`src/rtl/atm_pkg.sv`:
```
// atm_pkg: shared denominations, error codes and FSM encoding for the ATM controller
package atm_pkg;
  localparam int NUM_DEN = 6;
  // Index 0 is the largest note so the greedy walk runs from DEN[0] upward.
  localparam logic [NUM_DEN-1:0][6:0] DEN = {7'd1, 7'd5, 7'd10, 7'd20, 7'd50, 7'd100};
  localparam logic [1:0] ERR_NONE  = 2'd0;
  localparam logic [1:0] ERR_OVF   = 2'd1;
  localparam logic [1:0] ERR_FUNDS = 2'd2;
  localparam logic [1:0] ERR_LIMIT = 2'd3;
  typedef enum logic [1:0] {IDLE, DISPENSE, FINISH} state_e;
endpackage

```
`src/rtl/atm_txn_ctrl_note_breakdown.sv`:
```
// note_breakdown: greedy note-by-note dispenser over a valid/ready handshake
module note_breakdown
  import atm_pkg::*;
#(
  parameter int AMT_W = 8
) (
  input  logic             clk,
  input  logic             res,
  input  logic             start,
  input  logic [AMT_W-1:0] amount,
  input  logic             note_ready,
  output logic             note_valid,
  output logic [2:0]       note_idx,
  output logic             finish
);
  logic             active_q, active_d;
  logic [AMT_W-1:0] rem_q, rem_d, den;
  logic [2:0]       idx_q, idx_d;
  assign den        = AMT_W'(DEN[idx_q]);
  assign note_valid = active_q && rem_q >= den;
  assign note_idx   = idx_q;
  // Finish on the transfer that empties remaining, so the caller sees done next cycle.
  assign finish     = note_valid && note_ready && rem_q == den;
  always_comb begin
    active_d = active_q;
    rem_d    = rem_q;
    idx_d    = idx_q;
    if (start) begin
      active_d = 1'b1;
      rem_d    = amount;
      idx_d    = '0;
    end else if (active_q) begin
      if (!note_valid) idx_d = idx_q + 3'd1;
      else if (note_ready) begin
        rem_d    = rem_q - den;
        active_d = !finish;
      end
    end
  end
  always_ff @(posedge clk) begin
    if (res) begin
      active_q <= 1'b0;
      rem_q    <= '0;
      idx_q    <= '0;
    end else begin
      active_q <= active_d;
      rem_q    <= rem_d;
      idx_q    <= idx_d;
    end
  end
endmodule

```
`src/rtl/atm_txn_ctrl.sv`:
```
// atm_txn_ctrl: balance/session bookkeeping, request validation and transaction FSM
module atm_txn_ctrl
  import atm_pkg::*;
#(
  parameter int BAL_W    = 10,
  parameter int AMT_W    = 8,
  parameter int MAX_BAL  = 999,
  parameter int WD_LIMIT = 500
) (
  input  logic             clk,
  input  logic             res,
  input  logic             dep_pulse,
  input  logic             with_pulse,
  input  logic             session_clr,
  input  logic [AMT_W-1:0] amount,
  input  logic             note_ready,
  output logic             note_valid,
  output logic [2:0]       note_idx,
  output logic [BAL_W-1:0] balance,
  output logic [BAL_W-1:0] session_wd,
  output logic             busy,
  output logic             done,
  output logic [1:0]       err,
  output logic             max_bal,
  output logic             min_bal
);
  localparam int SW = (BAL_W > AMT_W ? BAL_W : AMT_W) + 1;
  state_e           state_q, state_d;
  logic [BAL_W-1:0] bal_q, bal_d, swd_q, swd_d, swd_eff;
  logic [1:0]       err_q, err_d;
  logic             done_q, done_d, start, finish, req;
  logic [SW-1:0]    dep_sum, wd_sum, amt_x;
  // A clear coinciding with a withdraw applies before the limit check.
  assign swd_eff = session_clr ? '0 : swd_q;
  assign amt_x   = SW'(amount);
  assign dep_sum = SW'(bal_q) + amt_x;
  assign wd_sum  = SW'(swd_eff) + amt_x;
  assign req     = (dep_pulse ^ with_pulse) && amount != '0;
  always_comb begin
    state_d = state_q;
    bal_d   = bal_q;
    swd_d   = swd_q;
    err_d   = err_q;
    done_d  = 1'b0;
    start   = 1'b0;
    if (state_q == IDLE) begin
      swd_d = swd_eff;
      if (req && dep_pulse) begin
        if (dep_sum > SW'(MAX_BAL)) err_d = ERR_OVF;
        else begin
          bal_d  = dep_sum[BAL_W-1:0];
          err_d  = ERR_NONE;
          done_d = 1'b1;
        end
      end else if (req) begin
        if (amt_x > SW'(bal_q)) err_d = ERR_FUNDS;
        else if (wd_sum > SW'(WD_LIMIT)) err_d = ERR_LIMIT;
        else begin
          bal_d   = bal_q - BAL_W'(amount);
          swd_d   = wd_sum[BAL_W-1:0];
          err_d   = ERR_NONE;
          start   = 1'b1;
          state_d = DISPENSE;
        end
      end
    end else if (state_q == DISPENSE) state_d = finish ? FINISH : DISPENSE;
    else state_d = IDLE;
  end
  always_ff @(posedge clk) begin
    if (res) begin
      state_q <= IDLE;
      bal_q   <= '0;
      swd_q   <= '0;
      err_q   <= ERR_NONE;
      done_q  <= 1'b0;
    end else begin
      state_q <= state_d;
      bal_q   <= bal_d;
      swd_q   <= swd_d;
      err_q   <= err_d;
      done_q  <= done_d;
    end
  end
  note_breakdown #(.AMT_W(AMT_W)) u_nb (
    .clk        (clk),
    .res        (res),
    .start      (start),
    .amount     (amount),
    .note_ready (note_ready),
    .note_valid (note_valid),
    .note_idx   (note_idx),
    .finish     (finish)
  );
  assign balance    = bal_q;
  assign session_wd = swd_q;
  assign busy       = state_q != IDLE;
  assign done       = done_q || state_q == FINISH;
  assign err        = err_q;
  assign max_bal    = bal_q == BAL_W'(MAX_BAL);
  assign min_bal    = bal_q == '0;
endmodule
```
`config.mk`:
```
export PLATFORM = sky130hd
export DESIGN_NAME = atm_txn_ctrl
export DESIGN_NICKNAME = d
export VERILOG_FILES = /design/src/rtl/atm_pkg.sv /design/src/rtl/atm_txn_ctrl_note_breakdown.sv /design/src/rtl/atm_txn_ctrl.sv
export SDC_FILE = /design/constraint.sdc
export NUM_CORES = 1
export LEC_CHECK = 0
export CORE_MARGIN = 2
export CORE_UTILIZATION = 57
export CTS_BUF_LIST = sky130_fd_sc_hd__clkbuf_8 sky130_fd_sc_hd__clkbuf_16
export DETAILED_ROUTE_END_ITERATION = 10
export GPL_TIMING_DRIVEN = 0
export PLACE_DENSITY = 0.78
export SKIP_CTS_REPAIR_TIMING = 1
export SLEW_MARGIN = 20
export SYNTH_ARGS = -nofsm -noshare
export SYNTH_HDL_FRONTEND = slang
export SYNTH_HIERARCHICAL = 1
export SYNTH_SLANG_ARGS = --single-unit
```
`constraint.sdc`:
```
create_clock -name clk -period 5.69 [get_ports clk]
set_clock_uncertainty 0.1 [all_clocks]
set_input_delay 1.138 -clock clk [delete_from_list [all_inputs] [get_ports clk]]
set_output_delay 1.138 -clock clk [all_outputs]
set_load 0.02 [all_outputs]
```
## After elaboration in Yosys (flattened, before gate mapping)

Memories as Yosys holds them, arrays and structs flattened. A register that Yosys moved wholly into a read port is not among the register bits.
Cells that the tools add are included.

| operators by class | value |
|---|---|
| bitwise logic cells | 4 |
| reductions and logical operators | 22 |
| add/sub/neg operators | 5 |
| magnitude comparators | 5 |
| muxes and demuxes | 39 |
| equality and inequality tests | 11 |

Operators with widths:

| cell | number |
|---|---|
| $mux 10 | 10 |
| $mux 8 | 4 |
| $add 10x8->11 | 2 |
| $mux 2 | 11 |
| $ne 2x2->1 const B | 7 |
| $gt 11x10->1 const B | 1 |
| $gt 11x9->1 const B | 1 |
| $mux 1 | 11 |
| $eq 10x10->1 const B | 1 |
| $gt 8x10->1 | 1 |
| $logic_not 10->1 | 1 |
| $reduce_bool 2->1 | 5 |
| $sub 10x8->10 | 1 |
| $eq 8x7->1 | 1 |
| $ge 8x7->1 | 1 |
| $reduce_bool 8->1 | 1 |
| $sub 8x7->8 | 1 |
| $mux 7 | 1 |
| $mux 3 | 2 |
| $logic_and 1x1->1 | 5 |
| $reduce_and 5->1 | 1 |
| $lt 3x4->1 const B | 1 |
| $reduce_and 2->1 | 2 |
| $reduce_and 4->1 | 1 |
| other kinds (11) | 13 |

| word-level totals | value |
|---|---|
| memories | 1 |
| bits of input ports | 14 |
| memory bits (read-only) | 56 |
| flip-flop bits (word level) | 37 |
| output and inout port bits | 30 |
| word-level logic and storage cells | 95 |

Memory list:

| memory | words | width | rd ports | clocked after memory_dff | wr ports | line | source |
|---|---|---|---|---|---|---|---|
| (no name shown) | 8 | 7 | 1 | 1 | 0 | atm_txn_ctrl_note_breakdown.sv:19 | `assign den = AMT_W'(DEN[idx_q]);` |

## Logic depth before layout (Yosys ltp)

Gate-level depths: netlist of the first run.

| depth | value |
|---|---|
| depth after elaboration | 11 |
| gate-level depth with buffers | 15 |
| mapped depth without buffers | 13 |

## Hierarchy

Netlist of the first run, hierarchy kept.

By module, submodules not included:

| module | area each (um2) | times used | cells an instance |
|---|---|---|---|
| atm_txn_ctrl | 2479.9 | 1 | 293 |
| note_breakdown | 1237.4 | 1 | 140 |

## Least setup slack after synthesis of the first run

OpenSTA, ideal clock, no wires.

| timing path | value |
|---|---|
| path kind | input to register |
| from | input session_clr |
| to | register u_nb.rem_q[5] |
| arrival | 4.253 ns |
| stages | 14 |
| required time | 5.503 ns |
| slack | 1.249 ns |
| library setup time | 0.087 ns |
| path through | buf_1 -> nor2b_1 -> ha_1 -> fa_1 -> a211oi_4 -> o21ai_2 -> and3_4 -> a2111oi_4 -> a41o_2 -> nor2_4 -> clkbuf_1 -> or2_2 -> buf_2 -> o31ai_1 |

| between the ends | value |
|---|---|
| word-level cells in the longest chain between the ends | 10 |

RTL lines:

| what | line | source |
|---|---|---|
| start, declared | atm_txn_ctrl.sv:14 | `input logic session_clr,` |
| $mux 10 (*) | atm_txn_ctrl.sv:34 | `assign swd_eff = session_clr ? '0 : swd_q;` |
| $add 10x8->11 (*) | atm_txn_ctrl.sv:37 | `assign wd_sum = SW'(swd_eff) + amt_x;` |
| $gt 11x9->1 (*) | atm_txn_ctrl.sv:57 | `else if (wd_sum > SW'(WD_LIMIT)) err_d = ERR_LIMIT;` |
| $mux 1 (*) | atm_txn_ctrl.sv:57 |  |
| $mux 1 (*) | atm_txn_ctrl.sv:56 | `if (amt_x > SW'(bal_q)) err_d = ERR_FUNDS;` |
| $mux 1 (*) | atm_txn_ctrl.sv:55 | `end else if (req) begin` |
| $mux 1 (*) | atm_txn_ctrl.sv:48 | `if (req && dep_pulse) begin` |
| $mux 1 (*) | atm_txn_ctrl.sv:46 | `if (state_q == IDLE) begin` |
| named net start | atm_txn_ctrl.sv:31 | `logic done_q, done_d, start, finish, req;` |
| $reduce_bool 2->1 (no source line) | -- |  |
| $reduce_and 3->1 (no source line) | -- |  |
| end signal, assigned | atm_txn_ctrl_note_breakdown.sv:47 | `rem_q <= rem_d;` |
| end, declared | atm_txn_ctrl_note_breakdown.sv:17 | `logic [AMT_W-1:0] rem_q, rem_d, den;` |

Mark *: on every way through the listed nets, which the timed path passes. The rest lies on a longest branch.
A chain may end at the register's enable or synchronous reset.

## Worst setup path in the final report of the first run

Same ends and word-level chain as after synthesis.

==> results of run 1 <==
==> per-stage QoR <==
stage          hold slack (ns)  setup slack, ns  power [mW]   util
2_1_floorplan            0.346             1.25       0.721      -
3_3_place_gp             0.358            0.207       0.846  0.672
3_5_place_dp             0.357            0.142       0.858  0.672
4_1_cts                  0.384            0.441        1.06  0.686
5_1_grt                  0.409            0.153        1.13  0.686
6_report                 0.380            0.403        1.06  0.686
==> area by class of cell <==
type	count	share of cell area
flip-flops and latches	44	0.203
clock inverters	3	0.00433
multi-input cells	345	0.611
clock buffers	5	0.0159
inverters	29	0.0251
repair buffers	43	0.0994
plain buffers	15	0.0191
well taps	77	0.0222
==> cells in the mapped netlist (9+ instances only) <==
library cell / n / area share
ha_1: 32 / 0.11
nor2_1: 41 / 0.041
mux2i_1: 14 / 0.038
a211oi_1: 9 / 0.018
nand2_1: 24 / 0.024
xnor2_1: 11 / 0.026
o21ai_0: 18 / 0.024
dfxtp_1: 44 / 0.24
inv_1: 29 / 0.029
nor3_1: 9 / 0.012
nor2b_1: 21 / 0.035
a21oi_1: 15 / 0.020
==> placed cells by master (no fill, tap or decap), types with 5 or more instances in the layout <==
cell	Yosys	layout
dfxtp_1	44	44
ha_1	32	32
nor2b_1	21	21
nor4_1	5	5
nand2_1	24	24
xnor2_1	11	11
inv_1	29	29
o31ai_1	5	5
clkdlybuf4s50_1	0	43
o21ai_0	18	18
nand3_1	6	6
nor2_1	41	41
nand2b_1	7	7
a21oi_1	15	15
a21o_1	7	7
clkbuf_1	7	7
a211oi_2	7	7
a22o_1	7	7
xor2_1	7	7
mux2i_1	14	14
a211oi_1	9	9
nor3_1	9	9
clkbuf_8	0	5
or2_2	7	7
==> state kept, by name (all words and copies together), names as in the netlist <==
signal / cells
session_wd: 10
balance: 10
u_nb/active_q: 1
done_q: 1
u_nb/note_idx: 3
u_nb/rem_q: 8
state_q: 2
u_nb/den: 7
err: 2
==> kinds of logic after synthesis <==
kind of cell | Yosys count
compound gates | 121
xor+xnor | 18
fa+ha+maj | 36
buf+inv | 44
flops | 44
mux | 15
simple gates | 155
==> worst paths after layout <==
| check | cells after the start | start | endpoint |
|---|---|---|---|
| setup / recovery | 15 | session_clr | u_nb/rem_q[5] |
| hold / removal | 1 | session_wd[3] | session_wd[3] |
| setup reg to reg | 13 | session_wd[0] | u_nb/rem_q[5] |
| hold reg to reg | 1 | session_wd[3] | session_wd[3] |
==> power by group through the flow <==
stage	sequential [mW]	combinational, mW	clock, mW
floorplan	0.391	0.330	0
global placement	0.377	0.469	0
detailed placement	0.379	0.479	0
CTS	0.372	0.484	0.204
global route	0.377	0.538	0.215
finish	0.372	0.490	0.201
==> worst max-delay path: stages <==
cell	delay (ns)
clkdlybuf4s50_1	0.54
buf_1	0.47
nor2b_1	0.11
ha_1	0.25
fa_1	0.48
a211oi_4	0.31
nor2_1	0.11
or2_2	0.33
a2111oi_4	0.19
a41o_2	0.37
nor2_4	0.09
clkbuf_1	0.25
or2_2	0.35
buf_2	0.16
o31ai_1	0.26
==> layer usage <==
| metal | GRT usage | up-vias |
|---|---|---|
| met4 | 0.0736 | 0 |
| met2 | 0.443 | 113 |
| met3 | 0.0334 | 17 |
| li1 | - | 1674 |
| met5 | 0 | - |
| met1 | 0.371 | 1626 |
==> impl_metrics.tcl, run 1 <==
set metrics [dict create \
    drive_above_1_share 0.105 \
    diodes 0 \
    drc_errors 0 \
    dr_total_vias 3430 \
    seq_area_frac_synth 0.237 \
    num-nets-final 533 \
    antenna_found_initial 0 \
    p_seq_frac 0.351 \
    numCtsBuffers 5 \
    slew_headroom 0.274 \
    grtUsageTotal 0.268 \
    via_per_inst 6.11 \
    required_ns 5.81 \
    rsz0062_at_grt "false" \
    htreeDepth 2 \
    hold_class "reg2reg" \
    synth-simple-area-share 0.226 \
    grt_first_pass_wirelength_mm 15.6 \
    drv_cap 0 \
    swShare 0.402 \
    netlist_instances 433 \
    worstMarginPinSlew_ns 1.08 \
    register_area_um2 881 \
    synthFlopType "dfxtp_1" \
    synth_top_family_by_area "compound AO/OA/AOI/OAI gates" \
    yosysWarnings 6 \
    cts_tree "built" \
    setup_viol 0 \
    synth_edf_count 0 \
    power_leakage_nw 1.79 \
    routedWlPerCell_um 16.8 \
    rows 29 \
    ir_drop_mv 0.149 \
    drtPass1Iterations 5 \
    final.setup.tns_ns 0 \
    start_util 0.589 \
    wl_met3_um 483 \
    clk_pin_slew_ns 0.09 \
    worstPathArrival_ns 5.40 \
    combPwrFrac 0.461 \
    fp.dieW_um 84.8 \
    avgSynthCellArea_um2 8.59 \
    place_area_mm2 0.00424 \
    cts_buffer_depth 2 \
    io_buffers 43 \
    fmax_ghz 0.189 \
    postSynth.asyncResetShare 0 \
    grt_pass1_vias 3256 \
    critPathLaunchType "primary input" \
    wirelength_mm 9.44 \
    worstSetupPathType "in2reg" \
    finalMaxSlewViolations 0 \
    reg2reg_slack_ns 1.90 \
    power-per-cell-area_mw_per_mm2 245 \
    yosysUniqueCellTypes 76 \
    fillers 548 \
    min_period_ns 5.29 \
    dp_cells 553 \
    gp_congestion 0.950 \
    synthMuxAreaShare 0.0417 \
    route.met2.wl_mm 4.41 \
    grt_start_max_net_pins 15 \
    dieArea_mm2 0.00718 \
    syn-num-nets 483 \
    maxUsedRoutingLayer "met4" \
    switchingPower_mw 0.427 \
    drt-met1-wl_mm 4.39 \
    ys_seq_elements 44 \
    p_int_mw 0.635 \
    cts.sinks 44 \
    pwr-share-clk 0.189 \
    grt.overflow.total 0 \
    multiInputGateArea_mm2 0.00265 \
    synth-compound-area-share 0.272 \
    fin_crit_sh 0.929 \
    ios 44 \
    die_y_um 84.8 \
    drt-initial-drc-count 142 \
    final_cells 561 \
    synth.cell_area_mm2 0.00372 \
    final_cell_area_mm2 0.00433 \
    status "finished clean" \
    syn_to_final_growth_pct 16.5 \
    finalHoldViolations 0 \
    ant_nets 0 \
    insertion_delay_ns 0.30 \
    dpl.hpwl_mm 7.29 \
    crit_fanout 10 \
    synth_xor_xnor_area_share 0.0424 \
    cts-root-buf "clkbuf_8" \
    coreArea_mm2 0.00631 \
    end_kind "flip-flop" \
    synth_fa_ha_area_frac 0.129 \
]
(Power assumes the default switching activity.)
==> run 2, diff against run 1 <==
--- a/config.mk
+++ b/config.mk
@@ -5,9 +5,11 @@
 export SDC_FILE = /design/constraint.sdc
 export NUM_CORES = 1
 export LEC_CHECK = 0
+export ABC_AREA = 1
 export CORE_MARGIN = 2
-export CORE_UTILIZATION = 57
+export CORE_UTILIZATION = 58
 export CTS_BUF_LIST = sky130_fd_sc_hd__clkbuf_8 sky130_fd_sc_hd__clkbuf_16
+export CTS_CLUSTER_SIZE = 28
 export DETAILED_ROUTE_END_ITERATION = 10
 export GPL_TIMING_DRIVEN = 0
 export PLACE_DENSITY = 0.78
==> impl_metrics.tcl, run 2 <==
set metrics [dict create \
    status "finished clean" \
    dpl.hpwl_mm 8.66 \
    fp.dieW_um 87.0 \
    cts-root-buf "clkbuf_8" \
    worstSetupPathType "in2reg" \
    htreeDepth 2 \
    syn_to_final_growth_pct 14.8 \
    finalMaxSlewViolations 0 \
    required_ns 5.83 \
    cts_tree "built" \
    dieArea_mm2 0.00757 \
    grt_start_max_net_pins 14 \
    ant_nets 0 \
    critPathSlowestCell "clkdlybuf4s50_1" \
    ir_drop_mv 0.111 \
    drv_cap 0 \
    yosysWarnings 6 \
    insertion_delay_ns 0.30 \
    cts.sinks 44 \
    antenna_found_initial 0 \
    synthFlopType "dfxtp_1" \
    postSynth.asyncResetShare 0 \
    crit_family "buffers and inverters" \
    drc_errors 0 \
    final_cells 777 \
    hold_class "reg2reg" \
    grt_first_pass_wirelength_mm 17.8 \
    ys_seq_elements 44 \
    drtPass1Iterations 5 \
    synth_top_area_share 0.220 \
    rsz0062_at_grt "false" \
    via_per_inst 5.45 \
    synth.cell_area_mm2 0.00400 \
    synth_area_leaders "dfxtp_1 22%, nand2_1 17%, ha_1 10%" \
    cts_buffer_depth 2 \
    rows 30 \
    numCtsBuffers 5 \
    synth_edf_count 0 \
    netlist_instances 649 \
    drt-initial-drc-count 298 \
    reg2reg_slack_ns 2.10 \
    power-per-cell-area_mw_per_mm2 259 \
    end_kind "flip-flop" \
    dr_total_vias 4237 \
    fin_crit_sh 0.821 \
    drive_above_1_share 0.0775 \
    final.setup.tns_ns 0 \
    fmax_ghz 0.214 \
    yosysUniqueCellTypes 38 \
    diodes 0 \
    gp_congestion 0.953 \
    wirelength_mm 10.8 \
    io_buffers 41 \
    grt.overflow.total 0 \
    die_y_um 87.0 \
    routedWlPerCell_um 13.9 \
    grtUsageTotal 0.297 \
    crit_chain "clkdlybuf4s50_1 > ha_1 > fa_1 > nand3_1 > nand3_1 > nand2_1 > nand2_1 > nand2_1 > nand2_1 > inv_1 > nand4_1 > nand4_1 > buf_2 > inv_1 > inv_1 > clkbuf_1 > nand2_1 > nand2_1 > nand2_1 > a21oi_1" \
    yosysMostFrequentCell "nand2_1" \
    finalHoldViolations 0 \
    worstPathArrival_ns 4.81 \
    synth_top_area_cell "dfxtp_1" \
    min_period_ns 4.67 \
    power_leakage_nw 2.34 \
    setup_viol 0 \
    fillers 626 \
    slew_headroom 0.624 \
    max_stage_delay_ns 0.57 \
    critPathLaunchType "primary input" \
    ios 44 \
    coreArea_mm2 0.00672 \
    grt_pass1_vias 3895 \
    final_common_cell "nand2_1" \
    clk_pin_slew_ns 0.09 \
    worstMarginPinSlew_ns 0.563 \
    avgSynthCellArea_um2 6.16 \
    dp_cells 770 \
    crit_fanout 10 \
    path_common_cell "nand2_1" \
    critPathBufInv 6 \
    seq_area_frac_synth 0.220 \
    synth_commonest_cells "183 x nand2_1, 99 x inv_1, 62 x nor2_1" \
    most-common-layout-cells "183 x nand2_1, 99 x inv_1, 62 x nor2_1" \
    start_util 0.595 \
    syn-num-nets 699 \
    num-nets-final 747 \
]
-- run 2: cell count changes in the layout (fill, tap and decap cells not counted), sizes merged, moves of 21 or more --
| cell | delta |
|---|---|
| a21oi | +22 |
| inv | +77 |
| nand2 | +169 |
| nand3 | +55 |
| nor2 | +30 |
| nor2b | -21 |
-- run 2: cell type report --
type,instances,area [um^2],area share
Inverter,106,398,0.0867
Multi-Input combinational cell,484,2630,0.574
Buffer,15,86.3,0.0188
Clock buffer,5,68.8,0.0150
Tap cell,80,100,0.0218
Sequential cell,44,881,0.192
Timing Repair Buffer,41,410,0.0894
Clock inverter,2,12.5,0.00273
-- run 2: power by group --
group          leakage (nW)  internal, mW  switching [mW]
registers             0.359         0.344          0.0380
logic                  1.94         0.232           0.378
clock network        0.0400        0.0834           0.115
total                  2.34         0.660           0.531
-- run 2: path summary, 6_finish.rpt --
check / endpoint / startpoint / depth (start not counted)
min: state_q[1] / state_q[1] / 1
max reg2reg: u_nb/rem_q[2] / session_wd[0] / 21
max: u_nb/rem_q[2] / amount[0] / 20
min reg2reg: state_q[1] / state_q[1] / 1
-- run 2: worst register-to-register path, delay by kind of cell (launching register included) --
family                     cells  cell delay, ns
AOI/OAI and AO/OA              1            0.11
adders and majority gates      2            0.64
buffers and inverters          6            1.13
DFF                            1            0.33
and+or+nand+nor               12            1.23
-- run 2: logic make-up (layout without fill, tap and decap cells) --
kind of cell,after synthesis,count (layout),share of synthesized area
buffers and inverters,121,169,0.121
XOR/XNOR,11,11,0.0241
AO/OA/AOI/OAI,77,77,0.108
AND/OR/NAND/NOR,360,360,0.407
adder cells (fa/ha/maj),36,36,0.120
flip-flops,44,44,0.220
-- run 2: metal layers --
metal / wire [um] / part of all wire / track usage
met5: 0 / 0 / 0
met4: 152 / 0.014 / 0.0753
met3: 545 / 0.051 / 0.0370
met2: 5150 / 0.48 / 0.514
met1: 4920 / 0.46 / 0.390
-- run 2: metrics by stage --
stage	hold WS, ns	setup slack (ns)	power (mW)	util	area, um^2
after floorplan	0.321	1.73	0.821	-	4000
after global placement	0.331	0.861	0.977	0.671	4510
after detailed placement	0.352	0.790	0.988	0.671	4510
after CTS	0.365	1.10	1.19	0.683	4590
after global routing	0.391	0.793	1.28	0.683	4590
final	0.358	1.02	1.19	0.683	4590
==> run 3, diff against run 2 <==
==> constraint.sdc (replaced) <==
create_clock -name clk -period 4.9 [get_ports clk]
set_clock_uncertainty 0.1 [all_clocks]
set_input_delay 0.98 -clock clk [delete_from_list [all_inputs] [get_ports clk]]
set_output_delay 0.98 -clock clk [all_outputs]
set_load 0.02 [all_outputs]
==> results of run 3 <==
The final DEF is identical to that of run 2. Status: finished clean.
Among the figures that moved: setup slack after placement 0.790 ns -> 0.158 ns; setup slack after layout 1.02 ns -> 0.385 ns; register-to-register setup slack 2.10 ns -> 1.31 ns; total power 1.19 mW -> 1.38 mW; worst IR drop on VDD 0.111 mV -> 0.129 mV
